===== src/rtl/bcd_pkg.sv =====
// Shared definitions for the serial packed-BCD adder/subtractor.
//   BCD_W      : bits per BCD digit
//   state_t    : control FSM states (IDLE, RUN, DONE)
//   nines_comp : 9 - digit, used to turn subtraction into addition
//   is_bcd     : 1 when a nibble is a legal decimal digit (0..9)
package bcd_pkg;

    localparam int BCD_W = 4;

    typedef enum logic [1:0] {
        IDLE,
        RUN,
        DONE
    } state_t;

    // Non-BCD inputs wrap modulo 16; the result stays X-free.
    function automatic logic [BCD_W-1:0] nines_comp(input logic [BCD_W-1:0] digit);
        return 4'd9 - digit;
    endfunction

    function automatic logic is_bcd(input logic [BCD_W-1:0] digit);
        return (digit <= 4'd9);
    endfunction

endpackage


===== src/rtl/bcd_digit_cell.sv =====
// Combinational single-digit decimal adder.
//   a_d   : first operand digit
//   bd    : second operand digit (already nines-complemented for subtract)
//   c     : carry-in
//   digit : decimal sum digit
//   carry : decimal carry-out
module bcd_digit_cell
    import bcd_pkg::*;
(
    input  logic [BCD_W-1:0] a_d,
    input  logic [BCD_W-1:0] bd,
    input  logic             c,
    output logic [BCD_W-1:0] digit,
    output logic             carry
);

    logic [BCD_W:0] s;
    logic [BCD_W:0] s_adj;

    // Five bits wide so 15+15+1 from non-BCD nibbles cannot overflow.
    assign s     = {1'b0, a_d} + {1'b0, bd} + {{BCD_W{1'b0}}, c};
    assign s_adj = s + 5'd6;

    always_comb begin
        digit = s[BCD_W-1:0];
        carry = 1'b0;
        if (s > 5'd9) begin
            digit = s_adj[BCD_W-1:0];
            carry = 1'b1;
        end
    end

endmodule


===== src/rtl/bcd_serial_addsub.sv =====
// N-digit packed-BCD adder/subtractor, one digit per clock, LSD first.
// Optional build macro: BCD_CHECK_EN (flags non-BCD operand nibbles on err).
//   clk, rst            : clock, synchronous active-high reset
//   in_valid/in_ready   : operand handshake (a, b, sub, cin)
//   a, b                : packed BCD operands, digit 0 in bits [3:0]
//   sub                 : 0 = a + b, 1 = a - b
//   cin                 : add carry-in / subtract borrow-in
//   out_valid/out_ready : result handshake (sum, cout, err)
//   sum                 : packed BCD result (modulo 10^DIGITS)
//   cout                : add carry-out / subtract 1 = no borrow
//   busy                : FSM not in IDLE
//   err                 : non-BCD nibble seen at acceptance
module bcd_serial_addsub
    import bcd_pkg::*;
#(
    parameter int DIGITS = 4
) (
    input  logic                    clk,
    input  logic                    rst,
    input  logic                    in_valid,
    output logic                    in_ready,
    input  logic [BCD_W*DIGITS-1:0] a,
    input  logic [BCD_W*DIGITS-1:0] b,
    input  logic                    sub,
    input  logic                    cin,
    output logic                    out_valid,
    input  logic                    out_ready,
    output logic [BCD_W*DIGITS-1:0] sum,
    output logic                    cout,
    output logic                    busy,
    output logic                    err
);

    localparam int W     = BCD_W * DIGITS;
    localparam int IDX_W = (DIGITS > 1) ? $clog2(DIGITS) : 1;
    localparam logic [IDX_W-1:0] LAST_IDX = IDX_W'(DIGITS - 1);

    state_t           state;
    state_t           state_nxt;
    logic [W-1:0]     a_r;
    logic [W-1:0]     b_r;
    logic [W-1:0]     sum_r;
    logic             sub_r;
    logic             carry_r;
    logic             cout_r;
    logic [IDX_W-1:0] idx;

    logic [BCD_W-1:0] a_d;
    logic [BCD_W-1:0] b_d;
    logic [BCD_W-1:0] bd;
    logic [BCD_W-1:0] digit;
    logic             digit_carry;
    logic             accept;
    logic             take;

    assign in_ready  = (state == IDLE) && !rst;
    assign out_valid = (state == DONE);
    assign busy      = (state != IDLE);
    assign sum       = sum_r;
    assign cout      = cout_r;

    assign accept = in_valid && in_ready;
    assign take   = out_valid && out_ready;

    assign a_d = a_r[idx*BCD_W +: BCD_W];
    assign b_d = b_r[idx*BCD_W +: BCD_W];
    assign bd  = sub_r ? nines_comp(b_d) : b_d;

    bcd_digit_cell u_cell (
        .a_d   (a_d),
        .bd    (bd),
        .c     (carry_r),
        .digit (digit),
        .carry (digit_carry)
    );

    always_comb begin
        state_nxt = state;
        case (state)
            IDLE:    if (accept) state_nxt = RUN;
            RUN:     if (idx == LAST_IDX) state_nxt = DONE;
            DONE:    if (take) state_nxt = IDLE;
            default: state_nxt = IDLE;
        endcase
    end

    always_ff @(posedge clk) begin
        if (rst) begin
            state   <= IDLE;
            a_r     <= '0;
            b_r     <= '0;
            sum_r   <= '0;
            sub_r   <= 1'b0;
            carry_r <= 1'b0;
            cout_r  <= 1'b0;
            idx     <= '0;
        end else begin
            state <= state_nxt;
            case (state)
                IDLE: begin
                    if (accept) begin
                        a_r     <= a;
                        b_r     <= b;
                        sub_r   <= sub;
                        // Subtract is a + (nines complement of b) + 1 - borrow.
                        carry_r <= sub ? !cin : cin;
                        idx     <= '0;
                    end
                end
                RUN: begin
                    sum_r[idx*BCD_W +: BCD_W] <= digit;
                    carry_r <= digit_carry;
                    idx     <= idx + 1'b1;
                    if (idx == LAST_IDX) cout_r <= digit_carry;
                end
                default: ;
            endcase
        end
    end

`ifdef BCD_CHECK_EN
    logic operands_bad;
    logic err_r;

    always_comb begin
        operands_bad = 1'b0;
        for (int unsigned i = 0; i < DIGITS; i++) begin
            if (!is_bcd(a[i*BCD_W +: BCD_W]) || !is_bcd(b[i*BCD_W +: BCD_W]))
                operands_bad = 1'b1;
        end
    end

    always_ff @(posedge clk) begin
        if (rst) begin
            err_r <= 1'b0;
        end else if (accept) begin
            err_r <= operands_bad;
        end
    end

    assign err = err_r;
`else
    assign err = 1'b0;
`endif

endmodule


===== config.mk =====
export PLATFORM = sky130hd
export DESIGN_NAME = bcd_serial_addsub
export DESIGN_NICKNAME = d
export VERILOG_FILES = /design/src/rtl/bcd_pkg.sv /design/src/rtl/bcd_digit_cell.sv /design/src/rtl/bcd_serial_addsub.sv
export SDC_FILE = /design/constraint.sdc
export NUM_CORES = 1
export LEC_CHECK = 0
export ABC_AREA = 1
export BUFFER_PORTS_ARGS = -buffer_cell sky130_fd_sc_hd__buf_2
export CORE_MARGIN = 10
export CORE_UTILIZATION = 44
export DETAILED_ROUTE_END_ITERATION = 6
export PLACE_DENSITY_LB_ADDON = 0.05
export SLEW_MARGIN = 20
export SYNTH_ARGS = -nofsm -noshare
export SYNTH_HDL_FRONTEND = slang
export SYNTH_SLANG_ARGS = --single-unit

===== constraint.sdc =====
create_clock -name clk -period 2.84 [get_ports clk]
set_input_delay 0.142 -clock clk [delete_from_list [all_inputs] [get_ports clk]]
set_output_delay 0.142 -clock clk [all_outputs]
set_load 0.01 [all_outputs]

==> flow_metrics.env, run 1 <==
export IMPL_status="complete, but fails checks"
export IMPL_violations="setup timing"
export IMPL_intPower_uw=1320
export IMPL_fin_ws_ns=-0.0696
export IMPL_cts_htree_levels=2
export IMPL_yosysTopAreaCell="dfxtp_1"
export IMPL_cts_hold_buf=0
export IMPL_fin_crit_ns=2.91
export IMPL_multi_input_area_um2=1540
export IMPL_antenna_found_initial=0
export IMPL_start_util=0.457
export IMPL_met2_usage=0.219
export IMPL_worstMarginPinSlew_ns=0.578
export IMPL_viasPerCell=5.03
export IMPL_die_w_um=98.8
export IMPL_post_dp_hpwl_um=4990
export IMPL_setup_viol=10
export IMPL_grt_pass1_vias=2506
export IMPL_ys_seq_area_frac=0.403
export IMPL_place_area_um2=3150
export IMPL_port_buffers=57
export IMPL_post_layout_nonfiller_instances=510
export IMPL_final_common_cell="nand2_1"
export IMPL_start_kind="flip-flop"
export IMPL_cts_num_sinks=55
export IMPL_p_comb_frac=0.396
export IMPL_top_usage_layer="met2"
export IMPL_root_buffer="clkbuf_8"
export IMPL_tritoncts="built"
export IMPL_track_usage=0.136
export IMPL_ios=59
export IMPL_timing_final_hold_violations=0
export IMPL_crit_start="idx[0]$_SDFFE_PP0P_"
export IMPL_fillCellCount=594
export IMPL_clk_latency_ns=0.31
export IMPL_crit_type="reg2reg"
export IMPL_synth_edf_count=0
export IMPL_syn_inst=368
export IMPL_cp_required_ns=3.08
export IMPL_netSwitchingFraction=0.356
export IMPL_finish_utilization=0.570
export IMPL_seq_area_um2=1110
export IMPL_maxSlewViolCount=0
export IMPL_yosys_top_cells_area="dfxtp_1 (40%), nand2_1 (12%), a21oi_1 (8.6%)"
export IMPL_arrival_ns=3.15
export IMPL_dp_cells=496
export IMPL_async_flop_share=0
export IMPL_fin_worst_skew_ns=0.00498
export IMPL_powerDensity_nw_per_um2=600
export IMPL_irDropWorstVdd_mv=0.297
export IMPL_syn_num_nets=419
export IMPL_rsz0062_at_grt="yes"
export IMPL_seqPwrFrac=0.408
export IMPL_hp_class="in2reg"
export IMPL_crit_fanout=8
export IMPL_wl_per_cell_um=13.6
export IMPL_grt_use_met3=0.0377
export IMPL_drtIter0Drc=93
export IMPL_wl_um=6950
export IMPL_route_detailed_drc=0
export IMPL_max_slew_margin=0.615
export IMPL_fin_crit_sh=1.02
export IMPL_clk_pin_slew_ns=0.09
export IMPL_fmax_mhz=344
export IMPL_ys_ff_latch=55
export IMPL_ys_flop_type="dfxtp_1"
export IMPL_vias=2567
export IMPL_ant_nets=0
export IMPL_grtUsageMet1=0.176
export IMPL_gp_congestion=0.880
export IMPL_syn_cell_area_um2=2740
export IMPL_nNetsFinal=487
export IMPL_drt_pass1_iterations=4
export IMPL_cts_buffer_depth=2
export IMPL_hold_start="a[1]"
export IMPL_drive_gt1_frac=0.308
export IMPL_yosysUniqueCellTypes=36
export IMPL_grt_max_degree=56
export IMPL_die_area_um2=9770
export IMPL_synthToLayoutAreaGrowth_pct=24.8
export IMPL_rows=28
export IMPL_cts_buffers=5
export IMPL_finalSetupTns_ns=-0.342
export IMPL_max_cap_viol_count=0
export IMPL_antenna_diode_count=0
export IMPL_mostFrequentLayoutCells="nand2_1 (85), buf_2 (57), dfxtp_1 (53)"
export IMPL_cp_end_kind="flip-flop"
export IMPL_switchingPower_uw=729
export IMPL_r2r_start="idx[0]$_SDFFE_PP0P_"
export IMPL_core_area_um2=5990
export IMPL_syn_avg_cell_area_um2=7.43
export IMPL_finalPower_uw=2050
export IMPL_synth_top_area_share=0.403
export IMPL_cellLeakagePower_uw=0.00149
export IMPL_grt_pass1_wl_um=11500
export IMPL_die_h_um=98.8
export IMPL_stdcell_area_um2=3410
export IMPL_yosys_warnings=0
export IMPL_grt_overflow_total=0
export IMPL_power_frac_clock=0.196
-- area by class of cell --
class / instances / share of cell area
tap: 75 / 0.0275
clock buffer: 6 / 0.0213
sequential: 55 / 0.325
multi-input combinational: 258 / 0.450
inverter: 37 / 0.0429
timing repair buffer: 79 / 0.134
-- power by group through the flow --
stage | combinational (µW) | sequential [µW] | clock, µW
global route | 896 | 840 | 442
detailed placement | 650 | 854 | 0
finish | 810 | 835 | 402
CTS | 702 | 834 | 416
floorplan | 472 | 848 | 0
global placement | 639 | 853 | 0
-- Yosys cell counts (2+ instances only) --
master / instances
a21oi_1: 47
a22oi_1: 2
a211oi_1: 10
buf_1: 3
o21ai_0: 15
inv_1: 32
dfxtp_1: 55
fa_1: 2
a21oi_2: 2
xor2_1: 3
o22ai_1: 3
nand2_1: 90
nand2_2: 6
a32oi_1: 2
nand4_1: 5
nand3_1: 11
ha_1: 11
clkbuf_1: 6
nor2_1: 31
inv_2: 3
buf_2: 5
nand2_4: 7
buf_4: 4
-- through the flow --
stage / worst slack, ns / hold WS [ns]
after floorplan: -0.000381 / 0.285
after global placement: -0.00941 / 0.391
after detailed placement: -0.0721 / 0.398
after CTS: 0.00267 / 0.0664
after global routing: -0.265 / 0.0727
final: -0.0696 / 0.0702
-- registers in the layout, summed over array words and instances, names as in the netlist --
register / count
a_r: 16
b_r: 16
carry_r: 1
cout: 1
idx: 2
state: 2
sub_r: 1
sum: 16
-- cell families (layout without fill, tap and decap cells) --
kind of cell / Yosys count / after routing / share of synthesized area
buf+inv: 55 / 122 / 0.0842
fa+ha+maj: 13 / 13 / 0.0650
compound gates: 85 / 85 / 0.177
simple gates: 156 / 156 / 0.260
other cells: 1 / 1 / 0.00137
xor+xnor: 3 / 3 / 0.00961
flops: 55 / 55 / 0.403
-- what timing repair did --
action                     4_1_cts  5_1_grt
resized for setup                9       27
setup buffers                    5        3
pin swaps                        3       13
setup endpoints to repair       13       14
-- per-layer routing --
metal	up-vias	routed length (µm)
met5	-	0
met2	60	3260
met1	1168	3220
met4	0	59
met3	5	409
li1	1334	-
-- worst max-delay path, cell delays in order (launching register included) --
cell and delay [ns]:
dfxtp_4 0.41, buf_6 0.11, a21oi_2 0.04, o21ai_1 0.08, nand2_1 0.10, xor2_2 0.16
fa_2 0.39, inv_2 0.07, fa_2 0.43, buf_4 0.14, buf_4 0.13, nor2_4 0.10
a21boi_4 0.07, nand2_4 0.09, nand2_8 0.08, nand2_4 0.10, buf_4 0.12, nand3_2 0.06
a21oi_2 0.15
-- worst paths after layout --
path / end / slack [ns] / depth (start not counted)
setup / recovery: sum[3]$_SDFFE_PP0P_ / -0.07 / 18
hold / removal: a_r[1]$_SDFFE_PP0P_ / 0.07 / 3
setup reg to reg: sum[3]$_SDFFE_PP0P_ / -0.07 / 18
hold reg to reg: a_r[7]$_SDFFE_PP0P_ / 0.47 / 2
(Power assumes the default switching activity.)
==> run 2: changes to the inputs <==
--- a/config.mk
+++ b/config.mk
@@ -7,3 +7,2 @@
 export LEC_CHECK = 0
-export ABC_AREA = 1
 export BUFFER_PORTS_ARGS = -buffer_cell sky130_fd_sc_hd__buf_2
--- a/constraint.sdc
+++ b/constraint.sdc
@@ -3,2 +3,2 @@
 set_output_delay 0.142 -clock clk [all_outputs]
-set_load 0.01 [all_outputs]
+set_load 0.1 [all_outputs]
==> run 2 against run 1 <==
  * The run still ends with setup timing left
  * Register-to-register slack lost 0.27 ns
  * First-iteration DRC count shrank 25%
  * Die area grew 1.2%
  * Sequential share of layout area shrank 1.6 points
  * Wire length shrank 1.1%
  * Clock skew grew 0.0058 ns
  * Critical path depth shrank 7
  * Core utilization grew 2.4 points
  * Non-clock buffer count grew 15
==> flow_metrics.env, run 2 <==
export IMPL_cts_buffers=5
export IMPL_cellLeakagePower_uw=0.00147
export IMPL_viasPerCell=5.13
export IMPL_syn_inst=324
export IMPL_antenna_diode_count=0
export IMPL_path_buf_inv=2
export IMPL_ys_flop_type="dfxtp_1"
export IMPL_fin_crit_sh=1.12
export IMPL_grt_pass1_wl_um=11600
export IMPL_cts_num_sinks=55
export IMPL_slowest_delay_ns=0.54
export IMPL_grt_overflow_total=0
export IMPL_port_buffers=57
export IMPL_rsz0062_at_grt="yes"
export IMPL_crit_path_top_delay_cell="fa_2"
export IMPL_tritoncts="built"
export IMPL_syn_avg_cell_area_um2=8.57
export IMPL_die_area_um2=9890
export IMPL_synth_top_area_share=0.397
export IMPL_clk_latency_ns=0.31
export IMPL_clk_pin_slew_ns=0.10
export IMPL_fin_worst_skew_ns=0.0108
export IMPL_ant_nets=0
export IMPL_cts_hold_buf=0
export IMPL_status="complete, but fails checks"
export IMPL_synthTopCellsByCount="dfxtp_1 (55), nand2_1 (47), nand2b_1 (35)"
export IMPL_max_slew_margin=0.645
export IMPL_mostFrequentLayoutCells="buf_2 (57), dfxtp_1 (54), nand2_1 (47)"
export IMPL_root_buffer="clkbuf_8"
export IMPL_max_cap_viol_count=0
export IMPL_nNetsFinal=452
export IMPL_maxSlewViolCount=0
export IMPL_irDropWorstVdd_mv=0.310
export IMPL_finalSetupTns_ns=-3.87
export IMPL_dp_cells=460
export IMPL_dp_slack_ns=-0.357
export IMPL_yosys_top_cells_area="dfxtp_1 (40%), nand2b_1 (7.9%), mux4_2 (6.5%)"
export IMPL_ys_seq_area_frac=0.397
export IMPL_drive_gt1_frac=0.349
export IMPL_synth_edf_count=0
export IMPL_start_kind="flip-flop"
export IMPL_wl_per_cell_um=14.4
export IMPL_ys_ff_latch=55
export IMPL_ios=59
export IMPL_worstMarginPinSlew_ns=0.532
export IMPL_powerDensity_nw_per_um2=545
export IMPL_multi_input_area_um2=1690
export IMPL_cp_required_ns=3.05
export IMPL_fmax_mhz=315
export IMPL_worstPathCellList="mux4_2 -> xnor2_2 -> fa_2 -> inv_2 -> fa_2 -> inv_2 -> ha_4 -> a22o_4 -> o31a_4 -> mux2i_4 -> a22o_1"
export IMPL_arrival_ns=3.39
export IMPL_antenna_found_initial=0
export IMPL_final_common_cell="buf_2"
export IMPL_die_w_um=99.4
export IMPL_fillCellCount=568
export IMPL_post_layout_nonfiller_instances=476
export IMPL_setup_viol=14
export IMPL_start_util=0.461
export IMPL_drtIter0Drc=70
export IMPL_hold_ws_ns=0.0164
export IMPL_syn_cell_area_um2=2780
export IMPL_timing_final_hold_violations=0
export IMPL_violations="setup timing"
export IMPL_vias=2442
export IMPL_crit_type="reg2reg"
export IMPL_yosys_warnings=0
export IMPL_wl_um=6870
export IMPL_synthToLayoutAreaGrowth_pct=29.0
export IMPL_syn_num_nets=375
export IMPL_seq_area_um2=1100
export IMPL_cts_buffer_depth=2
export IMPL_cp_end_kind="flip-flop"
export IMPL_grt_max_degree=60
export IMPL_critical_path_top_delay_family="adder cells"
export IMPL_track_usage=0.140
export IMPL_synth_most_common_cell="dfxtp_1"
export IMPL_post_dp_hpwl_um=4990
export IMPL_grt_pass1_vias=2490
export IMPL_crit_fanout=6
export IMPL_fin_crit_ns=3.18
export IMPL_cts_htree_levels=2
export IMPL_drt_pass1_iterations=4
export IMPL_hp_class="in2reg"
export IMPL_async_flop_share=0
export IMPL_gp_congestion=0.819
export IMPL_die_h_um=99.4
export IMPL_fin_ws_ns=-0.337
export IMPL_route_detailed_drc=0
export IMPL_core_area_um2=6030
export IMPL_yosysUniqueCellTypes=40
export IMPL_yosysTopAreaCell="dfxtp_1"
export IMPL_rows=28
export IMPL_finish_utilization=0.594
[run 2: cell types whose count changed in the layout (fill, tap and decap cells not counted), sizes merged, moves of 10 or more]
cell	before	now
nand2	103	47
nor2	33	23
nand2b	0	35
o21ai	16	34
a21oi	49	16
buf	79	94
inv	36	10
[run 2: where the power goes]
group	internal (µW)	switching (µW)
Clock	170	252
Sequential	813	26.8
Combinational	338	352
[run 2: tightest hold or removal path: stages]
cell	delay, ns
buf_2	0.07
nand2_1	0.03
o21ai_0	0.05
[run 2: per-layer routing]
| metal | vias up | track usage | routed length (µm) |
|---|---|---|---|
| li1 | 1265 | - | - |
| met1 | 1125 | 0.159 | 2960 |
| met2 | 41 | 0.242 | 3450 |
| met3 | 11 | 0.0471 | 361 |
| met4 | 0 | 0.0397 | 97 |
| met5 | - | 0 | 0 |
[run 2: layout make-up]
| class | instances | share of cell area |
|---|---|---|
| clock buffer | 6 | 0.0203 |
| clock inverter | 1 | 0.00210 |
| inverter | 10 | 0.0105 |
| multi-input combinational | 235 | 0.473 |
| sequential | 55 | 0.309 |
| tap | 75 | 0.0262 |
| timing repair buffer | 94 | 0.159 |
[run 2: worst paths after layout]
check                       from                   end  slack (ns)  cells after the start
min                        b[10]  b_r[10]$_SDFFE_PP0P_        0.02                      3
max          idx[0]$_SDFFE_PP0P_  sum[14]$_SDFFE_PP0P_       -0.34                     11
max reg2reg  idx[0]$_SDFFE_PP0P_  sum[14]$_SDFFE_PP0P_       -0.34                     11
min reg2reg  sum[7]$_SDFFE_PP0P_   sum[7]$_SDFFE_PP0P_        0.46                      2
[run 2: per-stage QoR]
step | power [µW] | instance area (µm²)
final | 1950 | 3580
after global routing | 2060 | 3580
after CTS | 1930 | 3500
after detailed placement | 1410 | 3310
after global placement | 1410 | 3310
after floorplan | 1260 | 2840
[run 2: timing repair]
item | CTS | global route
buffers inserted | 6 | 3
gates resized for setup | 12 | 10
pin swaps | 8 | 5
endpoints found under the setup margin | 14 | 14
[run 2: cell families after synthesis]
| family | synth area share |
|---|---|
| muxes | 0.0757 |
| xor gates and xnor gates | 0.0126 |
| DFF | 0.397 |
| buffers and inverters | 0.0532 |
| other | 0.00135 |
| and+or+nand+nor | 0.234 |
| AOI/OAI and AO/OA | 0.163 |
| adders and majority gates | 0.0640 |
==> run 3: changes to the inputs <==
Settings changed: CORE_ASPECT_RATIO set to 1.5, SETUP_SLACK_MARGIN set to 0.4, TNS_END_PERCENT set to 1.
==> run 3 against run 2 <==
  * The run still ends with setup timing left
  * Via count decreased by 3.4%
  * Sequential share of layout area grew 0.82 points
  * Clock-buffer cell count increased by 1
  * Largest cell class unchanged
==> flow_metrics.env, run 3 (synthesis gave the netlist of run 2 again) <==
export IMPL_status="complete, but fails checks"
export IMPL_violations="setup timing"
export IMPL_cp_end_kind="flip-flop"
export IMPL_timing_final_hold_violations=0
export IMPL_rows=35
export IMPL_maxSlewViolCount=0
export IMPL_post_layout_nonfiller_instances=472
export IMPL_antenna_found_initial=0
export IMPL_cts_htree_levels=2
export IMPL_drive_gt1_frac=0.309
export IMPL_tritoncts="built"
export IMPL_grt_overflow_total=0
export IMPL_rsz0062_at_grt="yes"
export IMPL_r2r_cells=12
export IMPL_cts_buffer_depth=2
export IMPL_grt_max_degree=60
export IMPL_finalPower_uw=1930
export IMPL_clk_pin_slew_ns=0.10
export IMPL_wl_per_cell_um=13.9
export IMPL_die_h_um=117
export IMPL_fin_crit_ns=3.28
export IMPL_worstPathCellList="mux4_2 -> xnor2_2 -> fa_2 -> inv_2 -> fa_2 -> inv_2 -> ha_4 -> a22o_4 -> o31a_4 -> mux2i_1 -> buf_4 -> a22o_1"
export IMPL_ios=59
export IMPL_crit_start="idx[0]$_SDFFE_PP0P_"
export IMPL_netSwitchingFraction=0.309
export IMPL_mostFrequentLayoutCells="buf_2 (57), dfxtp_1 (54), nand2_1 (47)"
export IMPL_fin_crit_sh=1.15
export IMPL_seqPwrFrac=0.433
export IMPL_irDropWorstVdd_mv=0.262
export IMPL_nNetsFinal=448
export IMPL_ant_nets=0
export IMPL_antenna_diode_count=0
export IMPL_finalSetupTns_ns=-4.94
export IMPL_max_cap_viol_count=0
export IMPL_cellLeakagePower_uw=0.00145
export IMPL_viasPerCell=5.00
export IMPL_crit_fanout=5
export IMPL_fin_ws_ns=-0.440
export IMPL_core_area_um2=6130
export IMPL_dp_cells=459
export IMPL_cts_buffers=5
export IMPL_powerDensity_nw_per_um2=555
export IMPL_crit_type="reg2reg"
export IMPL_post_dp_hpwl_um=4950
export IMPL_route_detailed_drc=0
export IMPL_final_common_cell="buf_2"
export IMPL_worstMarginPinSlew_ns=0.519
export IMPL_track_usage=0.131
export IMPL_cp_required_ns=3.05
export IMPL_reg2reg_to="sum[10]$_SDFFE_PP0P_"
export IMPL_clk_latency_ns=0.31
export IMPL_drt_pass1_iterations=4
export IMPL_vias=2360
export IMPL_p_comb_frac=0.321
export IMPL_gp_congestion=0.784
export IMPL_cts_hold_buf=0
export IMPL_synthToLayoutAreaGrowth_pct=25.6
export IMPL_fmax_mhz=305
export IMPL_cts_num_sinks=55
export IMPL_max_slew_margin=0.654
export IMPL_die_w_um=84.9
export IMPL_die_area_um2=9950
export IMPL_crit_end="sum[10]$_SDFFE_PP0P_"
export IMPL_setup_viol=14
export IMPL_grt_pass1_vias=2389
export IMPL_root_buffer="clkbuf_8"
export IMPL_intPower_uw=1340
export IMPL_start_kind="flip-flop"
export IMPL_slowest_delay_ns=0.58
export IMPL_r2r_start="idx[0]$_SDFFE_PP0P_"
export IMPL_grt_pass1_wl_um=10900
export IMPL_fin_worst_skew_ns=0.00868
export IMPL_start_util=0.453
export IMPL_port_buffers=57
export IMPL_drtIter0Drc=113
export IMPL_power_frac_clock=0.246
export IMPL_rrSetupSlack_ns=-0.44
export IMPL_arrival_ns=3.49
export IMPL_crit_path_top_delay_cell="fa_2"
export IMPL_switchingPower_uw=598
export IMPL_hp_class="in2reg"
export IMPL_wl_um=6560
-- run 3: routing by layer --
metal  up-vias  global-route usage  wire length [µm]
li1       1254                   -                 -
met3         9              0.0325               286
met4         0              0.0496               144
met1      1053               0.142              2770
met5         -                   0                 0
met2        44               0.239              3360
-- run 3: how the worst min path moves through the flow --
| stage | startpoint | endpoint | slack [ns] | cells past startpoint |
|---|---|---|---|---|
| after floorplan | a[0] | a_r[0]$_SDFFE_PP0P_ | 0.25 | 2 |
| after global placement | a[8] | a_r[8]$_SDFFE_PP0P_ | 0.33 | 3 |
| after detailed placement | b[10] | b_r[10]$_SDFFE_PP0P_ | 0.34 | 3 |
| after CTS | a[0] | a_r[0]$_SDFFE_PP0P_ | 0.02 | 3 |
| after global routing | a[6] | a_r[6]$_SDFFE_PP0P_ | 0.02 | 3 |
| final | a[7] | a_r[7]$_SDFFE_PP0P_ | 0.02 | 3 |
-- run 3: worst max-delay path: cells and delay by family (launching register included) --
kind                     cells  cell delay [ns]
adder cells (fa/ha/maj)      3             0.96
multiplexers                 2             0.65
XOR/XNOR                     1             0.19
buffers and inverters        3             0.24
flip-flops                   1             0.39
AO/OA/AOI/OAI                3             0.75
-- run 3: cell type report --
class	count	area, µm²
Clock buffer	7	96.3
Timing Repair Buffer	90	553
Multi-Input combinational cell	235	1600
Inverter	10	37.5
Clock inverter	1	7.51
Fill cell	611	2640
Tap cell	74	92.6
Sequential cell	55	1100
-- run 3: metrics by stage --
| step | hold slack (ns) | utilization | area (µm²) | worst slack, ns |
|---|---|---|---|---|
| after floorplan | 0.251 | - | 2800 | -0.485 |
| after global placement | 0.334 | 0.536 | 3280 | -0.318 |
| after detailed placement | 0.341 | 0.536 | 3280 | -0.366 |
| after CTS | 0.0173 | 0.553 | 3390 | -0.386 |
| after global routing | 0.0249 | 0.569 | 3490 | -0.555 |
| final | 0.0216 | 0.569 | 3490 | -0.440 |
-- run 3: power groups by stage --
stage | registers (µW) | clock network (µW) | logic (µW)
3_5_place_dp | 858 | 0 | 546
2_1_floorplan | 887 | 0 | 329
6_report | 838 | 476 | 620
5_1_grt | 845 | 520 | 679
3_3_place_gp | 858 | 0 | 544
4_1_cts | 841 | 492 | 549
-- run 3: repair_timing --
item	4_1_cts	5_1_grt
endpoints found under the setup margin	14	15
gates cloned	0	0
buffers inserted	0	5
gates resized for setup	0	15
pin swaps	1	11
